$ cat config.mk
export PLATFORM = sky130hd
export DESIGN_NAME = fetch_unit
export DESIGN_NICKNAME = d
export VERILOG_FILES = /design/src/rtl/fetch_unit.sv
export SDC_FILE = /design/constraint.sdc
export NUM_CORES = 1
export LEC_CHECK = 0
export CAP_MARGIN = 10
export CORE_MARGIN = 2
export CORE_UTILIZATION = 53
export CTS_CLUSTER_DIAMETER = 100
export DETAILED_ROUTE_END_ITERATION = 16
export PLACE_DENSITY_LB_ADDON = 0.12
export REMOVE_ABC_BUFFERS = 1
export SYNTH_ARGS = -nofsm -noshare
export SYNTH_HDL_FRONTEND = slang
export SYNTH_SLANG_ARGS = --single-unit
$ cat constraint.sdc
create_clock -name clk -period 4.4 [get_ports clk]
set_clock_uncertainty 0.1 [all_clocks]
set_input_delay 0.88 -clock clk [delete_from_list [all_inputs] [get_ports clk]]
set_output_delay 0.88 -clock clk [all_outputs]
set_load 0.05 [all_outputs]
$ cat src/rtl/fetch_unit.sv
// RV32 instruction fetch stage: PC, single-outstanding imem request,
// one-entry {instr, pc} buffer toward decode, branch redirect.
package fetch_unit_pkg;

  typedef enum logic [1:0] {
    IDLE,
    REQ,
    HOLD,
    DROP
  } fetch_state_e;

  typedef struct packed {
    logic [31:0] instr;
    logic [31:0] pc;
  } if_id_t;

endpackage

module fetch_unit
  import fetch_unit_pkg::*;
#(
  parameter logic [31:0] RESET_PC = 32'h0000_0000
) (
  input  logic        clk,
  input  logic        rst_n,
  output logic        imem_req,
  output logic [31:0] imem_addr,
  input  logic        imem_rvalid,
  input  logic [31:0] imem_rdata,
  input  logic        redirect_valid,
  input  logic [31:0] redirect_base,
  input  logic [31:0] redirect_imm,
  output logic        out_valid,
  input  logic        out_ready,
  output logic [31:0] out_instr,
  output logic [31:0] out_pc,
  output logic        misalign_err
);

  localparam logic [31:0] PC0 = {RESET_PC[31:2], 2'b00};

  fetch_state_e state_q, state_d;
  logic [31:0]  pc_q, pc_d;
  logic [31:0]  drop_q, drop_d;
  if_id_t       buf_q, buf_d;
  logic         valid_q, valid_d;
  logic         err_q, err_d;

  logic [31:0]  target;
  logic [31:0]  tgt_pc;
  logic         tgt_mis;

  // Branch target, word-aligned, with misalignment detect.
  always_comb begin
    target  = redirect_base + redirect_imm;
    tgt_pc  = {target[31:2], 2'b00};
    tgt_mis = |target[1:0];
  end

  // Next-state and datapath updates for the fetch FSM.
  always_comb begin
    state_d = state_q;
    pc_d    = pc_q;
    drop_d  = drop_q;
    buf_d   = buf_q;
    valid_d = valid_q;
    err_d   = err_q;
    unique case (state_q)
      IDLE: begin
        state_d = REQ;
      end
      REQ: begin
        if (redirect_valid) begin
          pc_d  = tgt_pc;
          err_d = err_q | tgt_mis;
          if (imem_rvalid) begin
            state_d = REQ;
          end else begin
            state_d = DROP;
            drop_d  = pc_q;
          end
        end else if (imem_rvalid) begin
          buf_d   = '{instr: imem_rdata, pc: pc_q};
          valid_d = 1'b1;
          pc_d    = pc_q + 32'd4;
          state_d = HOLD;
        end
      end
      HOLD: begin
        if (redirect_valid) begin
          valid_d = 1'b0;
          pc_d    = tgt_pc;
          err_d   = err_q | tgt_mis;
          state_d = REQ;
        end else if (out_ready) begin
          valid_d = 1'b0;
          state_d = REQ;
        end
      end
      DROP: begin
        if (redirect_valid) begin
          pc_d  = tgt_pc;
          err_d = err_q | tgt_mis;
          if (imem_rvalid) state_d = REQ;
        end else if (imem_rvalid) begin
          state_d = REQ;
        end
      end
      default: begin
        state_d = IDLE;
      end
    endcase
  end

  // State and datapath registers.
  always_ff @(posedge clk or negedge rst_n) begin
    if (!rst_n) begin
      state_q <= IDLE;
      pc_q    <= PC0;
      drop_q  <= PC0;
      buf_q   <= '0;
      valid_q <= 1'b0;
      err_q   <= 1'b0;
    end else begin
      state_q <= state_d;
      pc_q    <= pc_d;
      drop_q  <= drop_d;
      buf_q   <= buf_d;
      valid_q <= valid_d;
      err_q   <= err_d;
    end
  end

  // DROP keeps presenting the abandoned address until it is answered.
  always_comb begin
    imem_req     = (state_q == REQ) || (state_q == DROP);
    imem_addr    = (state_q == DROP) ? drop_q : pc_q;
    out_valid    = valid_q;
    out_instr    = buf_q.instr;
    out_pc       = buf_q.pc;
    misalign_err = err_q;
  end

endmodule

==> results.cfg, run 1 <==
[sta]
fmax_ghz = 0.289
final-max-slew-violation-count = 0
rsz0062_at_grt = no
fin_crit_sh = 0.787
min_period_ps = 3460
tightestPinTransition_ps = 800
finalSetupTns_ps = 0
hold_viol = 0
setup_ws_ps = 939
setup_viol = 0
slew-limit-headroom = 0.467

[grt]
grtUsageMet2 = 0.407
grt_use_total = 0.257
grtUsageMet1 = 0.359
grtUsageMet3 = 0.0545
grt_pass1_wl_um = 31300
grt_busiest_layer = met2
grt-ovfl-total = 0
grt_pass1_vias = 6476
antenna_found_initial = 0
grt_max_degree = 66

[worst_setup_path]
cp_cell_sequence = nand2_1 > buf_4 > mux2_2 > clkdlybuf4s50_1
cp-start-kind = flop
rrSetupSlack_ps = 1920
critPathCaptureType = output port
cpPeakStageDelay_ps = 750
critPathSlowestCell = clkdlybuf4s50_1
path_class = reg2out
cp_num_buf_inv = 2
crit_fanout = 30
crit_required_ps = 3420
cp_top_family = buffers and inverters
arrival_ps = 2480

[clock_network]
htreeDepth = 4
cts_buffer_depth = 2
cts_tree = done
post_cts_resized = 0
clock_sinks = 126
clk_pin_slew_worst_paths_ps = 50
cts_buffers = 17
clockRootBuffer = clkbuf_16
cts_hold_buf = 0
post_cts_buffers = 0
insertion_delay_ps = 400

[yosys]
yosysWarnings = 0
ys_types = 66
synth_edf_count = 0
synth_mux_area_frac = 0.0916
yosys.area_share.simple = 0.212
ys_seq_area_frac = 0.415
synth-xor-area-share = 0.0265
yosys.area_share.adder = 0.0553
syn_avg_cell_area_um2 = 8.71
synth_top_family_by_area = simple AND/OR/NAND/NOR gates
synthFlopType = dfrtp_1
async_flop_share = 1.00
yosysTopAreaCellShare = 0.415
synth_area_leaders = dfrtp_1 (41%), nand2_1 (12%), mux2_2 (8.9%)
ys_seq_elements = 126
syn_inst = 872
synth_compound_area_frac = 0.166
yosys.area.top_type = dfrtp_1
syn_area_um2 = 7600

[route]
drt-initial-drc-count = 562
vias = 6933
firstDrtPassIters = 5
wire_per_inst_um = 15.6
vias_per_cell = 5.59
routed_wl_um = 19400
drc_errors = 0
postRouteAntennaNets = 0

[power]
p_int_mw = 3.62
p_clk_frac = 0.214
power.density_nw_per_um2 = 627
power.total_mw = 6.44
p_comb_frac = 0.480
seq_power_share = 0.306
swShare = 0.437
p_leak_nw = 4.54
switchingPower_mw = 2.81
peakVddDrop_uv = 332

[min_path]
hold_path_class = reg2reg

[cells_and_area]
n_antenna_cell = 0
final_nets = 1182
final_cell_mix = nand2_1 (240), clkdlybuf4s50_1 (194), dfrtp_1 (126), a21oi_1 (68), mux2_2 (60)
drive_gt1_frac = 0.120
final_common_cell = nand2_1
area_growth_pct = 35.1

[floorplanning]
rows = 43
initial_core_util = 0.545
core-area_um2 = 13900
die_w_um = 124
io-pin-count = 200
dieArea_um2 = 15300
die_y_um = 124

[placed_design]
port-buffer-count = 195
dp.final_hpwl_um = 13900
place_ws_ps = 571
place.gp.congestion = 0.866

[run_status]
status = complete, no violations

[flow_run]
max_cap_violations = 0
==> power by group through the flow <==
stage | clock, mW | sequential (mW) | combinational, mW
CTS | 1.39 | 1.96 | 3.11
detailed placement | 0 | 1.97 | 3.09
global placement | 0 | 1.95 | 3.05
global route | 1.45 | 2.03 | 3.29
finish | 1.38 | 1.97 | 3.09
floorplan | 0 | 2.57 | 1.40
==> per-layer routing <==
metal,wire length [um],share of wire,up-vias
li1,-,-,3405
met1,8720,0.45,3218
met2,8750,0.45,286
met3,1630,0.084,24
met4,268,0.014,0
met5,0,0,-
==> synthesized netlist by cell type (4+ instances only) <==
cell	number
clkbuf_1	30
nor3_1	15
buf_2	8
a211oi_1	4
a21o_1	19
and4_1	4
inv_1	7
nand3_1	25
nor2_1	40
nand4_1	10
mux2_2	60
a21oi_1	68
o21bai_1	9
dfrtp_1	126
o21ai_0	43
and3_1	8
o211ai_1	6
a31oi_1	8
nand2b_1	7
nand2_1	241
ha_1	32
buf_1	6
xor2_1	10
o22ai_1	7
buf_4	5
o21ai_1	4
xnor2_1	13
==> cell type report <==
cell class                 instances  area, um2
tap                              180        225
timing repair buffer             205       2040
clock buffer                      22        484
multi-input combinational        691       4230
clock inverter                    10        111
sequential                       126       3150
fill                            1080       3670
inverter                           7       26.3
==> logic make-up (layout without fill, tap and decap cells) <==
| logic type | after synthesis | after routing |
|---|---|---|
| AOI/OAI and AO/OA | 199 | 199 |
| buffers and inverters | 58 | 244 |
| adders and majority gates | 33 | 33 |
| and+or+nand+nor | 370 | 370 |
| other | 1 | 4 |
| xor gates and xnor gates | 23 | 23 |
| DFF | 126 | 126 |
| muxes | 62 | 62 |
==> metrics by stage <==
stage / hold slack [ps] / instances / cell area [um2] / util
finish: 370 / 1241 / 10300 / 0.737
global route: 392 / 1241 / 10300 / 0.737
CTS: 375 / 1241 / 10300 / 0.737
detailed placement: 362 / 1209 / 9670 / 0.694
global placement: 357 / 1209 / 9670 / 0.694
floorplan: 377 / 824 / 7380 / -
==> sequential cells by signal, summed over array words and instances (netlist names) <==
name          count
out_instr        32
state_q           2
drop_q           30
pc_q             30
misalign_err      1
out_pc           30
out_valid         1
==> worst paths after layout <==
check	startpoint	end	cells past startpoint
max in group asynchronous	rst_n	out_pc[17]$_DFFE_PN0P_	2
min in group asynchronous	rst_n	out_instr[7]$_DFFE_PN0P_	1
setup reg to reg	pc_q[2]$_DFFE_PN0P_	pc_q[18]$_DFFE_PN0P_	9
hold reg to reg	out_pc[13]$_DFFE_PN0P_	out_pc[13]$_DFFE_PN0P_	2
setup / recovery	state_q[1]$_DFFE_PN0P_	imem_addr[13]	4
hold / removal	out_pc[13]$_DFFE_PN0P_	out_pc[13]$_DFFE_PN0P_	2
==> tightest hold or removal path: cells and delay by family (launching register included) <==
family	cells	cell delay (ps)
DFF	1	340
and+or+nand+nor	2	100
No activity file was read; power rests on OpenSTA's default activity.
==> run 2: changes to the inputs <==
- CORE_UTILIZATION: 53 -> 50
- clock period: 4.4 -> 3.4 ns (I/O delays scaled with it)
==> run 2 against run 1 <==
  * Utilization is 2.2 points lower
  * Combinational power increased by 47%
  * First-iteration DRC count is 6.6% lower
  * Flip-flop and latch count unchanged
  * Non-clock buffer count rose by 21
  * Setup slack worse by 710 ps
  * Hold slack worse by 130 ps
  * Total power is 38% higher
  * Global-route usage shrank 1.4 points
  * Sequential power rose by 28%
  * Count of clock-buffer cells in the layout is the same
==> results.cfg, run 2 (same netlist as run 1, synthesis figures left out) <==
[floorplanning]
dieArea_um2 = 16200
die_w_um = 127
initial_core_util = 0.505
die_y_um = 127
rows = 45
io-pin-count = 200
core-area_um2 = 15000

[clock_network]
clk_pin_slew_worst_paths_ps = 50
cts_buffers = 17
clockRootBuffer = clkbuf_16
insertion_delay_ps = 410
cts_buffer_depth = 2
cts_tree = done
clock_sinks = 126
htreeDepth = 4
post_cts_buffers = 0
post_cts_resized = 0

[grt]
grt_max_degree = 56
grt_pass1_wl_um = 31700
grt_use_total = 0.242
grt_pass1_vias = 6573
antenna_found_initial = 0
grt-ovfl-total = 0

[sta]
final-max-slew-violation-count = 0
hold_viol = 0
fmax_ghz = 0.315
tightestPinTransition_ps = 703
setup_viol = 0
rsz0062_at_grt = no
fin_crit_sh = 0.933
slew-limit-headroom = 0.531
min_period_ps = 3170
setup_ws_ps = 229

[worst_setup_path]
crit_required_ps = 3560
critPathCaptureType = flop
crit_start = redirect_base[0]
cp-start-kind = input port
crit_fanout = 2
cpPeakStageDelay_ps = 400
arrival_ps = 3330
critPathSlowestCell = clkdlybuf4s50_1
cp_cell_sequence = clkdlybuf4s50_1 > ha_1 > fa_1 > a211oi_1 > o21ai_0 > o211ai_1 > a21oi_1 > o41ai_2 > buf_4 > xor2_1 > o221ai_1
r2r_start = pc_q[2]$_DFFE_PN0P_
path_class = in2reg

[cells_and_area]
final_cell_mix = nand2_1 (240), clkdlybuf4s50_1 (164), dfrtp_1 (126), a21oi_1 (68), mux2_2 (60)
nFillCells = 1132
final_nets = 1203
final_common_cell = nand2_1
largest_reg_flops = 32
n_antenna_cell = 0
multi_input_area_um2 = 4230
seqCellArea_um2 = 3150
drive_gt1_frac = 0.161
area_growth_pct = 41.3

[route]
drc_errors = 0
wire_per_inst_um = 15.2
postRouteAntennaNets = 0
vias = 7010
firstDrtPassIters = 5
routed_wl_um = 19300
vias_per_cell = 5.53
drt-initial-drc-count = 525

[flow_run]
max_cap_violations = 0

[power]
p_leak_nw = 4.81
power.density_nw_per_um2 = 825
power.total_mw = 8.86
peakVddDrop_uv = 360

[placed_design]
port-buffer-count = 195
place.gp.congestion = 0.880
dp.final_hpwl_um = 14300
place_ws_ps = -242

[run_status]
status = complete, no violations

[min_path]
hold_path_class = in2async
-- run 2: cell count changes in the layout (fill, tap and decap cells not counted), sizes merged --
cell,change
buf,+51
clkinv,-2
clkinvlp,-2
bufinv,+1
clkdlybuf4s50,-30
-- run 2: per-stage QoR --
step           instances  hold WS, ps  cell area, um2  setup TNS (ps)   util
2_1_floorplan        824          284            7380          -56780      -
3_3_place_gp        1238          356           10200            -192  0.675
3_5_place_dp        1238          361           10200            -569  0.675
4_1_cts             1267          242           10700               0  0.714
5_1_grt             1267          276           10700               0  0.714
6_report            1267          237           10700               0  0.714
-- run 2: where the power goes --
| part | switching [mW] | leakage (nW) | internal [mW] |
|---|---|---|---|
| clock network | 0.610 | 0.288 | 1.19 |
| logic | 2.65 | 3.02 | 1.89 |
| registers | 0.459 | 1.51 | 2.06 |
| total | 3.72 | 4.81 | 5.14 |
-- run 2: per-layer routing --
metal / vias up / GRT usage / part of all wire
met3: 19 / 0.0427 / 0.058
met2: 276 / 0.394 / 0.46
met1: 3271 / 0.336 / 0.47
met4: 0 / 0.0679 / 0.012
li1: 3444 / - / -
met5: - / 0 / 0
-- run 2: worst paths after layout --
check	end	slack (ps)	cells after the start
setup / recovery	pc_q[24]$_DFFE_PN0P_	230	11
hold / removal	out_instr[28]$_DFFE_PN0P_	240	1
setup reg to reg	pc_q[18]$_DFFE_PN0P_	890	9
hold reg to reg	out_instr[28]$_DFFE_PN0P_	370	2
max in group asynchronous	out_pc[3]$_DFFE_PN0P_	2160	2
min in group clk	out_instr[28]$_DFFE_PN0P_	370	2
-- run 2: cell type report --
cell class	instances	share of cell area
clock inverter	7	0.0105
sequential	126	0.294
inverter	7	0.00245
tap	188	0.0219
clock buffer	22	0.0442
multi-input combinational	691	0.394
timing repair buffer	226	0.234
-- run 2: critical path: cells and delay by family --
kind                       cells  cell delay [ps]
AOI/OAI and AO/OA              6             1240
xor gates and xnor gates       1              230
adders and majority gates      2              620
buffers and inverters          2              580
-- run 2: repair_timing --
item | 4_1_cts | 5_1_grt
endpoints found under the hold margin | 0 | 0
hold buffers | 0 | 0
endpoints found under the setup margin | 0 | 1
